## src/rtl/ahb_lite_dma_master.sv

```systemverilog
// AHB-Lite DMA master: copies a block of 32-bit words from src to dst using
// single NONSEQ transfers, one read then one write per word.
module ahb_lite_dma_master #(
    parameter int unsigned LEN_W   = 16,
    parameter logic [3:0]  HPROT_V = 4'b0011
) (
    input  logic             clk,
    input  logic             RSTn,
    input  logic [31:0]      cfg_src,
    input  logic [31:0]      cfg_dst,
    input  logic [LEN_W-1:0] cfg_len,
    input  logic             cfg_src_inc,
    input  logic             cfg_dst_inc,
    input  logic             start,
    input  logic             abort,
    output logic             busy,
    output logic             done_irq,
    output logic             err,
    output logic [31:0]      HADDR,
    output logic [1:0]       HTRANS,
    output logic             HWRITE,
    output logic [2:0]       HSIZE,
    output logic [2:0]       HBURST,
    output logic [3:0]       HPROT,
    output logic             HMASTLOCK,
    output logic [31:0]      HWDATA,
    input  logic [31:0]      HRDATA,
    input  logic             HREADY,
    input  logic             HRESP
);

    typedef enum logic [2:0] {
        IDLE, RD_ADDR, RD_DATA, WR_ADDR, WR_DATA, DONE
    } state_t;

    localparam logic [1:0] TR_IDLE   = 2'b00;
    localparam logic [1:0] TR_NONSEQ = 2'b10;

    state_t           state;
    logic [31:0]      src;
    logic [31:0]      dst;
    logic [LEN_W-1:0] len;
    logic             src_inc;
    logic             dst_inc;
    logic             abort_seen;
    logic [31:0]      src_next;
    logic [31:0]      dst_next;
    logic             last_word;

    assign HSIZE     = 3'b010;
    assign HBURST    = 3'b000;
    assign HPROT     = HPROT_V;
    assign HMASTLOCK = 1'b0;

    assign src_next  = src + {29'd0, src_inc, 2'b00};
    assign dst_next  = dst + {29'd0, dst_inc, 2'b00};
    // abort is only honoured here, so a pending transfer is never cut short
    assign last_word = (len == LEN_W'(1)) || abort_seen || abort;

    always_ff @(posedge clk or negedge RSTn) begin
        if (!RSTn) begin
            state      <= IDLE;
            src        <= '0;
            dst        <= '0;
            len        <= '0;
            src_inc    <= 1'b0;
            dst_inc    <= 1'b0;
            abort_seen <= 1'b0;
            busy       <= 1'b0;
            done_irq   <= 1'b0;
            err        <= 1'b0;
            HADDR      <= '0;
            HTRANS     <= TR_IDLE;
            HWRITE     <= 1'b0;
            HWDATA     <= '0;
        end else begin
            done_irq <= 1'b0;
            if (state != IDLE && abort) begin
                abort_seen <= 1'b1;
            end
            case (state)
                IDLE: begin
                    if (start) begin
                        err        <= 1'b0;
                        busy       <= 1'b1;
                        abort_seen <= 1'b0;
                        if (cfg_len != '0) begin
                            src     <= cfg_src & 32'hFFFF_FFFC;
                            dst     <= cfg_dst & 32'hFFFF_FFFC;
                            len     <= cfg_len;
                            src_inc <= cfg_src_inc;
                            dst_inc <= cfg_dst_inc;
                            HADDR   <= cfg_src & 32'hFFFF_FFFC;
                            HTRANS  <= TR_NONSEQ;
                            HWRITE  <= 1'b0;
                            state   <= RD_ADDR;
                        end else begin
                            done_irq <= 1'b1;
                            state    <= DONE;
                        end
                    end
                end
                RD_ADDR: begin
                    if (HREADY) begin
                        HTRANS <= TR_IDLE;
                        state  <= RD_DATA;
                    end
                end
                RD_DATA: begin
                    if (HREADY) begin
                        if (HRESP) begin
                            err      <= 1'b1;
                            done_irq <= 1'b1;
                            state    <= DONE;
                        end else begin
                            HWDATA <= HRDATA;
                            HADDR  <= dst;
                            HTRANS <= TR_NONSEQ;
                            HWRITE <= 1'b1;
                            state  <= WR_ADDR;
                        end
                    end
                end
                WR_ADDR: begin
                    if (HREADY) begin
                        HTRANS <= TR_IDLE;
                        state  <= WR_DATA;
                    end
                end
                WR_DATA: begin
                    if (HREADY) begin
                        if (HRESP) begin
                            err      <= 1'b1;
                            done_irq <= 1'b1;
                            state    <= DONE;
                        end else begin
                            len <= len - LEN_W'(1);
                            src <= src_next;
                            dst <= dst_next;
                            if (last_word) begin
                                done_irq <= 1'b1;
                                state    <= DONE;
                            end else begin
                                HADDR  <= src_next;
                                HTRANS <= TR_NONSEQ;
                                HWRITE <= 1'b0;
                                state  <= RD_ADDR;
                            end
                        end
                    end
                end
                DONE: begin
                    busy       <= 1'b0;
                    abort_seen <= 1'b0;
                    state      <= IDLE;
                end
                default: state <= IDLE;
            endcase
        end
    end

endmodule

```

## config.mk

```make
export PLATFORM = sky130hd
export DESIGN_NAME = ahb_lite_dma_master
export DESIGN_NICKNAME = d
export VERILOG_FILES = /design/src/rtl/ahb_lite_dma_master.sv
export SDC_FILE = /design/constraint.sdc
export NUM_CORES = 1
export LEC_CHECK = 0
export BUFFER_PORTS_ARGS = -buffer_cell sky130_fd_sc_hd__clkbuf_2
export CAP_MARGIN = 5
export CORE_ASPECT_RATIO = 1.5
export CORE_MARGIN = 4
export CORE_UTILIZATION = 54
export DETAILED_ROUTE_END_ITERATION = 16
export PLACE_DENSITY = 0.79
export SLEW_MARGIN = 20
export SYNTH_ARGS = -nofsm -noshare
export SYNTH_HDL_FRONTEND = slang
export SYNTH_SLANG_ARGS = --single-unit
```

## constraint.sdc

```tcl
create_clock -name clk -period 3 [get_ports clk]
set_input_delay 0.6 -clock clk [delete_from_list [all_inputs] [get_ports clk]]
set_output_delay 0.6 -clock clk [all_outputs]
set_load 0.02 [all_outputs]
```

Yosys cells after proc, flatten, opt, wreduce, memory -nomap -nowiden
Cells that the tools add are included.
{ "word_totals": {"ff_bits": 156, "latch_bits": 0, "ram_bits": 0, "rom_bits": 0, "inputBits": 120, "output_inout_bits": 81, "word_cells": 122, "n_memories": 0} }
{ "classes": {"addsub": 3, "mul": 0, "div_mod_pow": 0, "n_lt_le_gt_ge": 0, "n_eq_ne": 18, "n_shift": 0, "muxes": 65, "bitwise_logic": 1, "reduce_logical": 21} }
{ "ops": {"columns": ["op", "n"], "rows": [
  ["2-to-1 mux 32 bit", 13],
  ["one-hot mux 32 bit (2 select lines)", 2],
  ["one-hot mux 32 bit (3 select lines)", 1],
  ["adder 32 x 3 -> 32 bit", 2],
  ["2-to-1 mux 16 bit", 4],
  ["one-hot mux 16 bit (2 select lines)", 1],
  ["2-to-1 mux 3 bit", 9],
  ["2-to-1 mux 1 bit", 20],
  ["inequality test 2 bit, second input constant", 9],
  ["equality test 16 x 1 -> 1 bit, second input constant", 1],
  ["2-to-1 mux 2 bit", 8],
  ["nonzero test 16 bit", 1],
  ["subtractor 16 x 1 -> 16 bit, second input constant", 1],
  ["one-hot mux 3 bit (5 select lines)", 1],
  ["AND reduction 5 bit", 2],
  ["AND reduction 9 bit", 1],
  ["one-hot mux 2 bit (4 select lines)", 1],
  ["AND reduction 8 bit", 1],
  ["equality test 3 x 2 -> 1 bit, second input constant", 2],
  ["equality test 3 bit, second input constant", 2],
  ["inequality test 2 x 1 -> 1 bit, second input constant", 3],
  ["one-hot mux 1 bit (2 select lines)", 3],
  ["one-hot mux 1 bit (3 select lines)", 2],
  ["AND reduction 3 bit", 2],
  ["other kinds (11)", 16]
]} }

Longest topological paths before layout
{ "logic_depth": {"depth_word": 7, "ltp_mapped": 9, "depth_no_buf": 8} }

Worst setup path before layout
OpenSTA, ideal clock, no wires.
{ "synth_timing": {"path_kind": "input to register", "start": "in cfg_len[8]", "end": "reg HADDR[16]", "setup_time_ns": 0.125, "arrival_time_ns": 2.064, "required_time_ns": 2.875, "setup_slack_ns": 0.811, "path_stages": 7, "path_cell_list": "nor4_1 -> nand4_1 -> o21ai_0 -> a221o_1 -> buf_6 -> buf_4 -> mux2_2"} }
{ "synth_between": {"elab_chain_len": 3} }
{ "synth_rtl": {"columns": ["element", "line", "rtl"], "rows": [
  ["start: declaration", "11", "input logic [LEN_W-1:0] cfg_len,"],
  ["nonzero test 16 bit", "87", "if (cfg_len != '0) begin"],
  ["inequality test 2 bit (no source line)", null, null],
  ["AND reduction 8 bit (no source line)", null, null],
  ["end signal: assignment", "93", "HADDR <= cfg_src & 32'hFFFF_FFFC;"],
  ["end signal: assignment", "117", "HADDR <= dst;"],
  ["end signal: assignment", "144", "HADDR <= src_next;"],
  ["end: declaration", "19", "output logic [31:0] HADDR,"]
]} }
No other way between the ends.
A chain may end at the register's enable or synchronous reset.

Final worst setup path
{ "layout_timing": {"start": "reg state[2]", "end": "reg dst[31]"} }
{ "layout_between": {"elab_chain_len": 3} }
{ "layout_rtl": {"columns": ["element", "line", "rtl"], "rows": [
  ["start: declaration", "39", "state_t state;"],
  ["start signal: assignment", "62", "state <= IDLE;"],
  ["start signal: assignment", "96", "state <= RD_ADDR;"],
  ["start signal: assignment", "99", "state <= DONE;"],
  ["equality test 3 bit or logical NOT 3 bit (tied branches)", "81", "case (state)"],
  ["inequality test 2 bit (no source line) or nonzero test 2 bit (tied branches)", null, null],
  ["AND reduction 5 bit (no source line)", null, null],
  ["end signal: assignment", "89", "dst <= cfg_dst & 32'hFFFF_FFFC;"],
  ["end signal: assignment", "139", "dst <= dst_next;"],
  ["end: declaration", "41", "logic [31:0] dst;"]
]} }
Parallel ways exist; a longest one is shown, timed or not.

==> qor.csv <==
metric;value;unit
rows;55;
start_util;55.3;%
p_leak;4.48;nW
end_kind;flop;
cts_tree;done;
reg2reg_from;state[2];
ys_seq_area_share;44.8;%
vias_per_cell;6.03;
status;completed;
nets;1200;
syn_to_final_growth;19.9;%
drt_iter0_drc;661;
finalWirelength;23300;um
cts_max_level;4;
place_congestion;0.857;
ys_types;57;
insertion_delay;0.43;ns
startpoint_type;flop;
num_antenna_cells;0;
grt_pass1_wl;37600;um
ys.flop_type;dfrtp_1;
overflow;0;
antenna_found_initial;1;
die_h;161;um
cellPowerDensity;1040;nW/um^2
fp.dieW;110;um
rr_worst_depth;6;
firstDrtPassIters;5;
coreArea;15100;sq um
portBuffers;184;
clk_pin_slew;0.07;ns
post_cts_resize_count;0;
ant_nets;0;
critical_path.cell_chain;inv_1 > nor3_4 > buf_12 > nand2_1 > o22ai_1 > a2bb2oi_1;
slew_violations;0;
netlist_instances;920;
fin_crit_sh;84.8;%
fin_crit;2.54;ns
setup-tns-final;0;ns
cts-root-buf;clkbuf_16;
cp.required;3.30;ns
peakVddDrop;0.493;mV
max-slew-margin-rel;55.2;%
worst_pin_slew;0.672;ns
drc;0;
worstPathArrival;2.84;ns
post_drt_wl_per_cell;18.1;um
finalSetupViolations;0;
ys.warnings.count;0;
grt_pass1_vias;7611;
finClkSkew;0.0144;ns
synth_edf_count;0;
fillers;1250;
die_area;17600;sq um
async_flop_share;100;%
synth_area;8380;sq um
drv_cap;0;
reg2reg_slack;0.46;ns
ctsHoldBuffers;0;
fin_area;10000;sq um
cp_slowest_cell;dfrtp_1;
place_area;9450;sq um
track_usage;26.8;%
final_layout_size_suffix_gt1_share;27.7;%
max_freq;393;MHz
final_common_cell;clkbuf_2;
crit_fanout;149;
clockBufferDepth;2;
dpl.hpwl;16400;um
hold_path_class;primary input to async pin;
post-cts-setup-buffer-count;0;
avgSynthCellArea;9.11;sq um
ios;201;
clock-sinks;150;
routed-via-count;7758;
hold_violations;0;
slowest_delay;0.78;ns
crit_type;flop to flop;
numCtsBuffers;17;
rsz0062_at_grt;false;
ys_ff_latch;150;
r2r_end;dst[31];
final_cell_mix;clkbuf_2 (183), dfrtp_1 (150), nand2_1 (100);
holdWs;0.159;ns
grt_max_degree;150;
[per-stage QoR]
stage | util (%) | total power (W) | setup slack, ns | instances
5_1_grt | 66.4 | 0.0112 | 0.236 | 1286
2_1_floorplan | - | 0.00695 | 0.811 | 930
6_report | 66.4 | 0.0105 | 0.455 | 1286
4_1_cts | 66.4 | 0.0105 | 0.513 | 1286
3_3_place_gp | 62.4 | 0.00816 | 0.354 | 1254
3_5_place_dp | 62.4 | 0.00834 | 0.351 | 1254
[worst max-delay path: cells and delay by family, from the launching register on]
kind / cells / cell delay (ns)
flops: 1 / 0.78
buf+inv: 2 / 0.73
simple gates: 2 / 0.49
compound gates: 2 / 0.28
[synth_stat cells (15+ instances only)]
| cell type | number | share of area [%] |
|---|---|---|
| a21oi_1 | 97 | 5.8 |
| a22oi_1 | 20 | 1.8 |
| a2bb2oi_1 | 34 | 3.6 |
| and3_1 | 17 | 1.3 |
| buf_2 | 18 | 1.1 |
| buf_4 | 17 | 1.5 |
| clkbuf_1 | 37 | 1.7 |
| dfrtp_1 | 150 | 45 |
| mux2_2 | 50 | 6.7 |
| nand2_1 | 102 | 4.6 |
| nand3_1 | 24 | 1.4 |
| nand4_1 | 18 | 1.3 |
| nor2_1 | 63 | 2.8 |
| o21ai_0 | 88 | 5.3 |
| o22ai_1 | 29 | 2.2 |
| xor2_1 | 15 | 1.6 |
[layer usage]
| layer | GRT usage, % | share of wire (%) |
|---|---|---|
| met4 | 11.4 | 3.6 |
| met1 | 31.8 | 37 |
| met3 | 6.27 | 7.1 |
| met2 | 45.8 | 52 |
| met5 | 0 | 0.056 |
[final cells by class]
cell class / count / area (sq um) / share of cell area, %
Clock inverter: 15 / 173 / 1.72
Clock buffer: 17 / 425 / 4.23
Multi-Input combinational cell: 688 / 4210 / 41.9
Timing Repair Buffer: 206 / 1190 / 11.9
Sequential cell: 150 / 3750 / 37.4
Tap cell: 199 / 249 / 2.48
Inverter: 11 / 41.3 / 0.411
[logic make-up after synthesis]
kind of cell,Yosys count,synth area share (%)
compound gates,315,23.3
fa+ha+maj,6,0.896
mux,50,6.72
xor+xnor,28,2.93
flops,150,44.8
other cells,2,0.0896
buf+inv,92,5.55
simple gates,277,15.7
[power breakdown]
group | switching, W | internal [W]
Sequential | 0.000960 | 0.00300
Clock | 0.00100 | 0.00113
Combinational | 0.00251 | 0.00187
Total | 0.00447 | 0.00600
[worst max path at each step]
stage,start,end,cells past startpoint
final,state[2],dst[31],6
after global routing,state[0],len[13],6
after CTS,state[2],dst[31],6
after detailed placement,cfg_len[11],HADDR[24],7
after global placement,cfg_len[11],HADDR[29],7
after floorplan,cfg_len[8],HADDR[16],7
[sequential cells by signal (all words and copies together) (netlist names)]
register,count
done_irq,1
state,3
src,30
HTRANS,1
dst,30
busy,1
src_inc,1
len,16
abort_seen,1
HWRITE,1
err,1
HWDATA,32
HADDR,31
dst_inc,1
No activity file was read; power rests on OpenSTA's default activity.
